<file path="src/rtl/uart_ctrl_pkg.sv">
// Shared types and constants for the UART transmit arbiter.
// Frame timing constants and the controller state encoding.
package uart_ctrl_pkg;

    typedef enum logic {
        IDLE = 1'b0,
        BUSY = 1'b1
    } state_t;

    localparam int FRAME_BITS = 10;
    localparam int CNT_W_DEF  = 14;

endpackage

</file>
<file path="src/rtl/uart_tx_arbiter_if.sv">
// Requester/transmitter side bundle of the UART transmit arbiter.
// The arbiter uses the slave view; sources and monitors use master.
interface uart_tx_arbiter_if #(
    parameter int N_REQ = 4
);

    logic [9:0]         clks_per_bit;
    logic [N_REQ-1:0]   req;
    logic [N_REQ*8-1:0] data_in;
    logic [N_REQ-1:0]   grant;
    logic [7:0]         tx_data;
    logic               tx_start;
    logic               busy;
    logic [15:0]        frames_sent;

    modport master (
        output clks_per_bit,
        output req,
        output data_in,
        input  grant,
        input  tx_data,
        input  tx_start,
        input  busy,
        input  frames_sent
    );

    modport slave (
        input  clks_per_bit,
        input  req,
        input  data_in,
        output grant,
        output tx_data,
        output tx_start,
        output busy,
        output frames_sent
    );

endinterface

</file>
<file path="src/rtl/uart_rr_pick.sv">
// Combinational rotating-priority picker.
// Search order is ptr..N_REQ-1 then 0..ptr-1; first set request wins.
module uart_rr_pick #(
    parameter int N_REQ = 4,
    parameter int IDX_W = $clog2(N_REQ)
) (
    input  logic [N_REQ-1:0] req,
    input  logic [IDX_W-1:0] ptr,
    output logic [N_REQ-1:0] win,
    output logic [IDX_W-1:0] win_idx,
    output logic             valid
);

    int j;

    always_comb begin
        win     = '0;
        win_idx = '0;
        valid   = 1'b0;
        j       = 0;
        for (int k = 0; k < N_REQ; k++) begin
            j = int'(ptr) + k;
            if (j >= N_REQ) j = j - N_REQ;
            if (!valid && req[j]) begin
                valid   = 1'b1;
                win[j]  = 1'b1;
                win_idx = IDX_W'(j);
            end
        end
    end

endmodule

</file>
<file path="src/rtl/uart_tx_arbiter.sv">
// Round-robin sharing of one busy-less 8N1 transmitter.
// The frame plus guard gap is timed locally by a down-counter.
module uart_tx_arbiter
    import uart_ctrl_pkg::*;
#(
    parameter int N_REQ      = 4,
    parameter int GUARD_CLKS = 16,
    parameter int CNT_W      = CNT_W_DEF
) (
    input  logic clk,
    input  logic rst,
    uart_tx_arbiter_if.slave bus
);

    localparam int IDX_W = $clog2(N_REQ);

    state_t           state;
    logic [CNT_W-1:0] cnt;
    logic [IDX_W-1:0] ptr;
    logic [N_REQ-1:0] grant_q;
    logic [7:0]       tx_data_q;
    logic             tx_start_q;
    logic             busy_q;
    logic [15:0]      frames_q;

    logic [N_REQ-1:0] win;
    logic [IDX_W-1:0] win_idx;
    logic             win_valid;
    logic [7:0]       win_byte;
    logic [CNT_W-1:0] frame_last;
    logic [IDX_W-1:0] ptr_next;

    uart_rr_pick #(
        .N_REQ (N_REQ),
        .IDX_W (IDX_W)
    ) u_pick (
        .req     (bus.req),
        .ptr     (ptr),
        .win     (win),
        .win_idx (win_idx),
        .valid   (win_valid)
    );

    always_comb begin
        win_byte = '0;
        for (int i = 0; i < N_REQ; i++) begin
            if (win[i]) win_byte = bus.data_in[i*8 +: 8];
        end
    end

    // Counter reload value is the last cycle index of frame plus guard.
    assign frame_last = CNT_W'(bus.clks_per_bit) * CNT_W'(FRAME_BITS)
                      + CNT_W'(GUARD_CLKS) - CNT_W'(1);

    assign ptr_next = (win_idx == IDX_W'(N_REQ - 1)) ? '0
                                                      : win_idx + 1'b1;

    always_ff @(posedge clk) begin
        if (rst) begin
            state      <= IDLE;
            cnt        <= '0;
            ptr        <= '0;
            grant_q    <= '0;
            tx_data_q  <= '0;
            tx_start_q <= 1'b0;
            busy_q     <= 1'b0;
            frames_q   <= '0;
        end else begin
            unique case (state)
                IDLE: begin
                    if (win_valid && bus.clks_per_bit != 10'd0) begin
                        state      <= BUSY;
                        tx_data_q  <= win_byte;
                        tx_start_q <= 1'b1;
                        grant_q    <= win;
                        busy_q     <= 1'b1;
                        cnt        <= frame_last;
                        ptr        <= ptr_next;
                        frames_q   <= frames_q + 16'd1;
                    end
                end
                BUSY: begin
                    tx_start_q <= 1'b0;
                    grant_q    <= '0;
                    if (cnt == '0) begin
                        state  <= IDLE;
                        busy_q <= 1'b0;
                    end else begin
                        cnt <= cnt - 1'b1;
                    end
                end
                default: state <= IDLE;
            endcase
        end
    end

    assign bus.grant       = grant_q;
    assign bus.tx_data     = tx_data_q;
    assign bus.tx_start    = tx_start_q;
    assign bus.busy        = busy_q;
    assign bus.frames_sent = frames_q;

endmodule
</file>
<file path="src/flat_wrapper.sv">
// flat-port wrapper written by rule: the top's interface ports become plain ports
module uart_tx_arbiter_flat import uart_ctrl_pkg::*;
#(
    parameter int N_REQ      = 4,
    parameter int GUARD_CLKS = 16,
    parameter int CNT_W      = CNT_W_DEF
)
  (clk, rst, bus_clks_per_bit, bus_req, bus_data_in, bus_grant, bus_tx_data, bus_tx_start, bus_busy, bus_frames_sent);
  uart_tx_arbiter_if #(.N_REQ(N_REQ)) bus_i ();
  input  logic clk;
  input  logic rst;
  input wire logic [$bits(bus_i.clks_per_bit)-1:0] bus_clks_per_bit;
  input wire logic [$bits(bus_i.req)-1:0] bus_req;
  input wire logic [$bits(bus_i.data_in)-1:0] bus_data_in;
  output wire logic [$bits(bus_i.grant)-1:0] bus_grant;
  output wire logic [$bits(bus_i.tx_data)-1:0] bus_tx_data;
  output wire logic [$bits(bus_i.tx_start)-1:0] bus_tx_start;
  output wire logic [$bits(bus_i.busy)-1:0] bus_busy;
  output wire logic [$bits(bus_i.frames_sent)-1:0] bus_frames_sent;
  assign bus_i.clks_per_bit = bus_clks_per_bit;
  assign bus_i.req = bus_req;
  assign bus_i.data_in = bus_data_in;
  assign bus_grant = bus_i.grant;
  assign bus_tx_data = bus_i.tx_data;
  assign bus_tx_start = bus_i.tx_start;
  assign bus_busy = bus_i.busy;
  assign bus_frames_sent = bus_i.frames_sent;
  uart_tx_arbiter #(.N_REQ(N_REQ), .GUARD_CLKS(GUARD_CLKS), .CNT_W(CNT_W)) u_core (.clk(clk), .rst(rst), .bus(bus_i));
endmodule
</file>
<file path="config.mk">
export PLATFORM = sky130hd
export DESIGN_NAME = uart_tx_arbiter_flat
export DESIGN_NICKNAME = d
export VERILOG_FILES = /design/src/rtl/uart_ctrl_pkg.sv /design/src/rtl/uart_tx_arbiter_if.sv /design/src/rtl/uart_rr_pick.sv /design/src/rtl/uart_tx_arbiter.sv /design/src/flat_wrapper.sv
export SDC_FILE = /design/constraint.sdc
export NUM_CORES = 1
export LEC_CHECK = 0
export ABC_AREA = 1
export ABC_CLOCK_PERIOD_IN_PS = 2700
export BUFFER_PORTS_ARGS = -buffer_cell sky130_fd_sc_hd__buf_2
export CELL_PAD_IN_SITES_DETAIL_PLACEMENT = 1
export CELL_PAD_IN_SITES_GLOBAL_PLACEMENT = 1
export CORE_MARGIN = 10
export CORE_UTILIZATION = 35
export CTS_CLUSTER_SIZE = 24
export DETAILED_ROUTE_END_ITERATION = 8
export GPL_ROUTABILITY_DRIVEN = 0
export HOLD_SLACK_MARGIN = 0.12
export PLACE_DENSITY_LB_ADDON = 0.1
export SLEW_MARGIN = 40
export SYNTH_ARGS = -nofsm -noshare
export SYNTH_HDL_FRONTEND = slang
export SYNTH_SLANG_ARGS = --single-unit
</file>
<file path="constraint.sdc">
create_clock -name clk -period 2.7 [get_ports clk]
set_input_delay 0.675 -clock clk [delete_from_list [all_inputs] [get_ports clk]]
set_output_delay 0.675 -clock clk [all_outputs]
set_load 0.05 [all_outputs]
</file>
Word level (Yosys, flattened, before mapping). Cells that the tools add are included.

Reductions and logical operators: 16. Magnitude comparators: 12. Muxes and demuxes: 53. Bitwise gates (word level): 4. Add/sub/neg operators: 12. Equality and inequality tests: 4. Multipliers: 1.

Operators by type and width (number): $ge 32x1->1 const B (4); $lt 32x4->1 const B (4); $mux 32 (4); $mux 8 (4); $mux 14 (2); $pmux 14 s2 (1); $sub 14x1->14 const B (2); $mux 1 (20); $mux 4 (5); $add 16x1->16 const B (1); $add 14x5->14 const B (1); $logic_not 14->1 (1); $mul 10x3->13 const B (1); $or 4x4->4 (3); $sub 3x3->4 const B (3); $mux 2 (5); $reduce_bool 10->1 (1); $ge 3x3->1 const B (3); $bmux 1 s2 (4); $demux 1 s2 (4); $logic_and 1x1->1 (8); $pmux 4 s2 (1); $add 2x2->3 const B (2); $pmux 1 s2 (3); 10 further kinds (15).

Output and inout bits: 30. Input bits: 48. Register bits: 47. Logic and storage cells: 110.

Depth between registers and ports, before layout.
Word-level depth: 19. Mapped depth: 15. Gate-level depth less buffers: 15.

By module. A second synthesis with hierarchy kept.

Cell total of the unflattened synthesis: 596. Area, all modules: 3807.4 sq um.

By module, submodules not included: uart_tx_arbiter (seq. area each 940.9 sq um, cells each 519, area an instance 3347.0 sq um, times used 1); uart_rr_pick (seq. area each 0.0 sq um, cells each 77, area an instance 460.4 sq um, times used 1).

Worst setup path after synthesis. Ideal clock, no wire load.

Kind: input to register. Start point: input port bus_clks_per_bit[1]. End point: register u_core.cnt[10]. Data required time: 2630 ps. Library setup time: 70 ps. Stages on the path: 12. Setup slack: 79 ps. Path buffers: 0. Arrival time: 2551 ps. Path through: ha_1 -> ha_1 -> fa_1 -> nand2_1 -> inv_1 -> nand3_1 -> nor2_1 -> nand2_1 -> nor2_1 -> or2_2 -> nand3_1 -> a21oi_1.

Word-level cells in the longest chain between the ends: 5. Elaborated cells between the ends (all ways): 9. Those cells by class: add/sub (2); mul (1); eq/ne (1); mux (2); reduce/logical (3).

Ends and longest elaborated chain: start: declaration (line flat_wrapper.sv:12) `input wire logic [$bits(bus_i.clks_per_bit)-1:0] bus_clks_per_bit;`; $mul 10x3->13 (line uart_tx_arbiter.sv:52) `assign frame_last = CNT_W'(bus.clks_per_bit) * CNT_W'(FRAME_BITS)`; $add 14x5->14 (line uart_tx_arbiter.sv:53) `+ CNT_W'(GUARD_CLKS) - CNT_W'(1);`; $sub 14x1->14 (line uart_tx_arbiter.sv:53); $mux 14 (line uart_tx_arbiter.sv:71) `if (win_valid && bus.clks_per_bit != 10'd0) begin`; $pmux 14 s2 (line uart_tx_arbiter.sv:69) `unique case (state)`; end signal: assignment (line uart_tx_arbiter.sv:77) `cnt <= frame_last;`; end signal: assignment (line uart_tx_arbiter.sv:89) `cnt <= cnt - 1'b1;`; end: declaration (line uart_tx_arbiter.sv:18) `logic [CNT_W-1:0] cnt;`.

Several ways; a longest one is shown, not always the timed one. The select of a mux whose other input is x is not followed. A chain may end at the register's enable or synchronous reset.

Worst setup path in the final report.
Start point: input port bus_clks_per_bit[3]. End point: register u_core.cnt[13].

The elaborated chain is that of the path after synthesis.

==> flow_summary.ini <==
[run_status]
status = completed

[min_path]
hold_path_class = reg -> reg

[setup_path]
arrival_ns = 2.77
critPathCaptureType = flip-flop
crit_required_ns = 2.94
cp_cell_sequence = buf_2 -> ha_1 -> ha_2 -> fa_1 -> nand2_1 -> inv_1 -> nand2_1 -> nor2_1 -> nand2_1 -> nor2_2 -> nand3_2 -> nor2_1 -> o21ai_0 -> a21oi_1
critical_path.endpoint = u_core.cnt[13]$_SDFFE_PP0P_
r2r-end = u_core.bus.tx_data[5]$_SDFFE_PP0P_
cp_top_family = adder cells
startpoint = bus_clks_per_bit[3]
cp_max_fo = 3
crit_path_top_delay_cell = fa_1
worst_path_most_repeated_cell = nand2_1
cp.depth = 14
start_kind = input pin
r2r_slack_ns = 0.43
crit_buf_inv = 2
criticalPathCategory = in -> reg
cpPeakStageDelay_ns = 0.50
ff2ff_path_depth = 13

[logic_synthesis]
synth_edf_count = 0
yosysUniqueCellTypes = 42
synth_cells = 570
synthTopCellsByArea = dfxtp_1, nand2_1, a21oi_1, ha_1, inv_1
synth_nets = 643
ys.flop_type = dfxtp_1
synth_area_per_cell_um2 = 6.62
yosysMostFrequentCell = nand2_1
yosysTopAreaCell = dfxtp_1
synthTopCellsByCount = nand2_1, a21oi_1, inv_1, dfxtp_1, nand3_1
seq_area_frac_synth = 0.249
synth_warnings = 0
async_flop_share = 0
netlist.area_leader.share = 0.249
syn_area_mm2 = 0.00378
ys_ff_latch = 47

[floorplanning]
die_h_um = 124
die_w_um = 124
coreArea_mm2 = 0.0104
rows = 37
ioPinCount = 78
die-area_mm2 = 0.0153
floorplan.initialDensity = 0.363

[final_layout]
instances_no_fill = 801
layout-drive-gt1-share = 0.239
fin_nets = 737
area_growth_pct = 20.7
final_util = 0.438
diodes = 0

[detailed_routing]
drt-vias-per-instance = 5.11
via_count = 4097
drt_pass1_iterations = 4
routed_wl_um = 11800
antenna_left = 0
post-route-drc-count = 0
first_iter_violations = 117
routedWlPerCell_um = 14.7

[timing]
finalHoldViolCount = 0
fin_crit_sh = 0.935
maxSlewViolCount = 0
rsz0062_at_grt = yes
setup_viol = 0
min_period_ns = 2.53
worst_pin_slew_ns = 0.481
timing.fmax_mhz = 396
finalClockSkew_ns = 0.00428
relSlewSlack = 0.677

[grt]
overflow = 0
grt_max_degree = 20
antenna_found_initial = 0
grt_pass1_vias = 4213
grt_usage = 0.155
grt_pass1_wl_um = 19800

[clock_tree]
htreeDepth = 2
clock_path_buffers = 2
clkTransAtPathRegs_ns = 0.09
cts_tree = done
cts-root-buf = clkbuf_8
numCtsBuffers = 5
clk_latency_ns = 0.31
ctsHoldBuffers = 0
cts.sinks = 47

[power]
irDropWorstVdd_mv = 0.603
p_leak_nw = 2.23
power_mw = 4.88
pwr_density_cell_mw_per_mm2 = 1070

[placement]
dp.cells = 793
dpl.hpwl_um = 9610
io_buffer_count = 77

[run]
cap_violations = 0
repair_timing:
item / in CTS / in global routing
setup endpoints to repair: 0 / 4
gates resized for setup: 0 / 5
buffers inserted: 0 / 0
worst min-delay path by stage:
stage | start | endpoint | slack, ns | cells after the start
global placement | u_core.bus.frames_sent[4]$_SDFFE_PP0P_ | u_core.bus.frames_sent[4]$_SDFFE_PP0P_ | 0.47 | 2
finish | u_core.bus.grant[1]$_SDFFE_PP0P_ | u_core.bus.grant[1]$_SDFFE_PP0P_ | 0.49 | 2
CTS | u_core.bus.frames_sent[4]$_SDFFE_PP0P_ | u_core.bus.frames_sent[4]$_SDFFE_PP0P_ | 0.49 | 2
global route | u_core.bus.grant[3]$_SDFFE_PP0P_ | u_core.bus.grant[3]$_SDFFE_PP0P_ | 0.52 | 2
floorplan | u_core.cnt[0]$_SDFFE_PP0P_ | u_core.cnt[0]$_SDFFE_PP0P_ | 0.45 | 2
detailed placement | u_core.bus.frames_sent[4]$_SDFFE_PP0P_ | u_core.bus.frames_sent[4]$_SDFFE_PP0P_ | 0.48 | 2
layout make-up:
cell class	instances	area, µm²
Clock buffer	5	68.8
Clock inverter	3	43.8
Fill cell	1434	5860
Inverter	70	263
Multi-Input combinational cell	434	2470
Sequential cell	47	941
Tap cell	136	170
Timing Repair Buffer	106	603
registers in the layout, indices dropped and copies added (netlist names), named ones only:
signal / flops
u_core.bus.frames_sent: 16
u_core.cnt: 14
u_core.bus.tx_data: 8
u_core.bus.grant: 4
u_core.bus.busy: 1
u_core.bus.tx_start: 1
u_core.ptr: 1
u_core.state: 1
per-stage QoR:
| step | area, µm² | hold WS [ns] | setup WS [ns] | TNS [ns] |
|---|---|---|---|---|
| 6_report | 4560 | 0.488 | 0.174 | 0 |
| 5_1_grt | 4560 | 0.515 | -0.00326 | -0.00326 |
| 4_1_cts | 4540 | 0.492 | 0.0810 | 0 |
| 3_5_place_dp | 4430 | 0.476 | -0.237 | -1.10 |
| 3_3_place_gp | 4430 | 0.467 | -0.164 | -0.721 |
| 2_1_floorplan | 3780 | 0.451 | 0.0790 | 0 |
cell families (layout without fill, tap and decap cells):
family	Yosys count	after routing	synth area share
adders and majority gates	25	25	0.0848
and+or+nand+nor	258	258	0.326
DFF	47	47	0.249
AOI/OAI and AO/OA	136	136	0.203
buffers and inverters	89	184	0.102
xor gates and xnor gates	15	15	0.0348
report_power, final:
group,internal [mW],leakage (nW),switching (mW)
registers,0.897,0.386,0.135
clock network,0.276,0.0581,0.261
logic,1.04,1.79,2.27
layout by cell type (no fill, tap or decap), types with 2 or more instances in the layout:
cell type	count
nor2_2	3
o21ai_0	33
buf_2	77
nand2_4	2
a21boi_0	3
nand2_2	10
nor4_1	2
nand3b_1	2
inv_2	6
nor2_1	34
nand2_1	126
a31oi_1	8
xnor2_1	3
nor2_4	2
dfxtp_1	47
nand3_4	2
a211oi_2	3
nand3_2	7
nor3_1	10
nand4_1	14
xor2_1	11
buf_4	29
inv_1	64
a21oi_1	69
o21bai_1	2
ha_1	23
nand3_1	41
clkbuf_8	5
o21ai_1	10
worst register-to-register path: cells and delay by family, from the launching register on:
kind,cells,cell delay [ns]
simple gates,7,0.77
fa+ha+maj,1,0.38
buf+inv,3,0.43
compound gates,2,0.27
flops,1,0.36
layer usage:
layer	GRT usage	wire [µm]
met3	0.0484	760
met1	0.183	5270
met2	0.270	5640
met5	0	0
met4	0.0335	102
No activity file was read; power rests on OpenSTA's default activity.
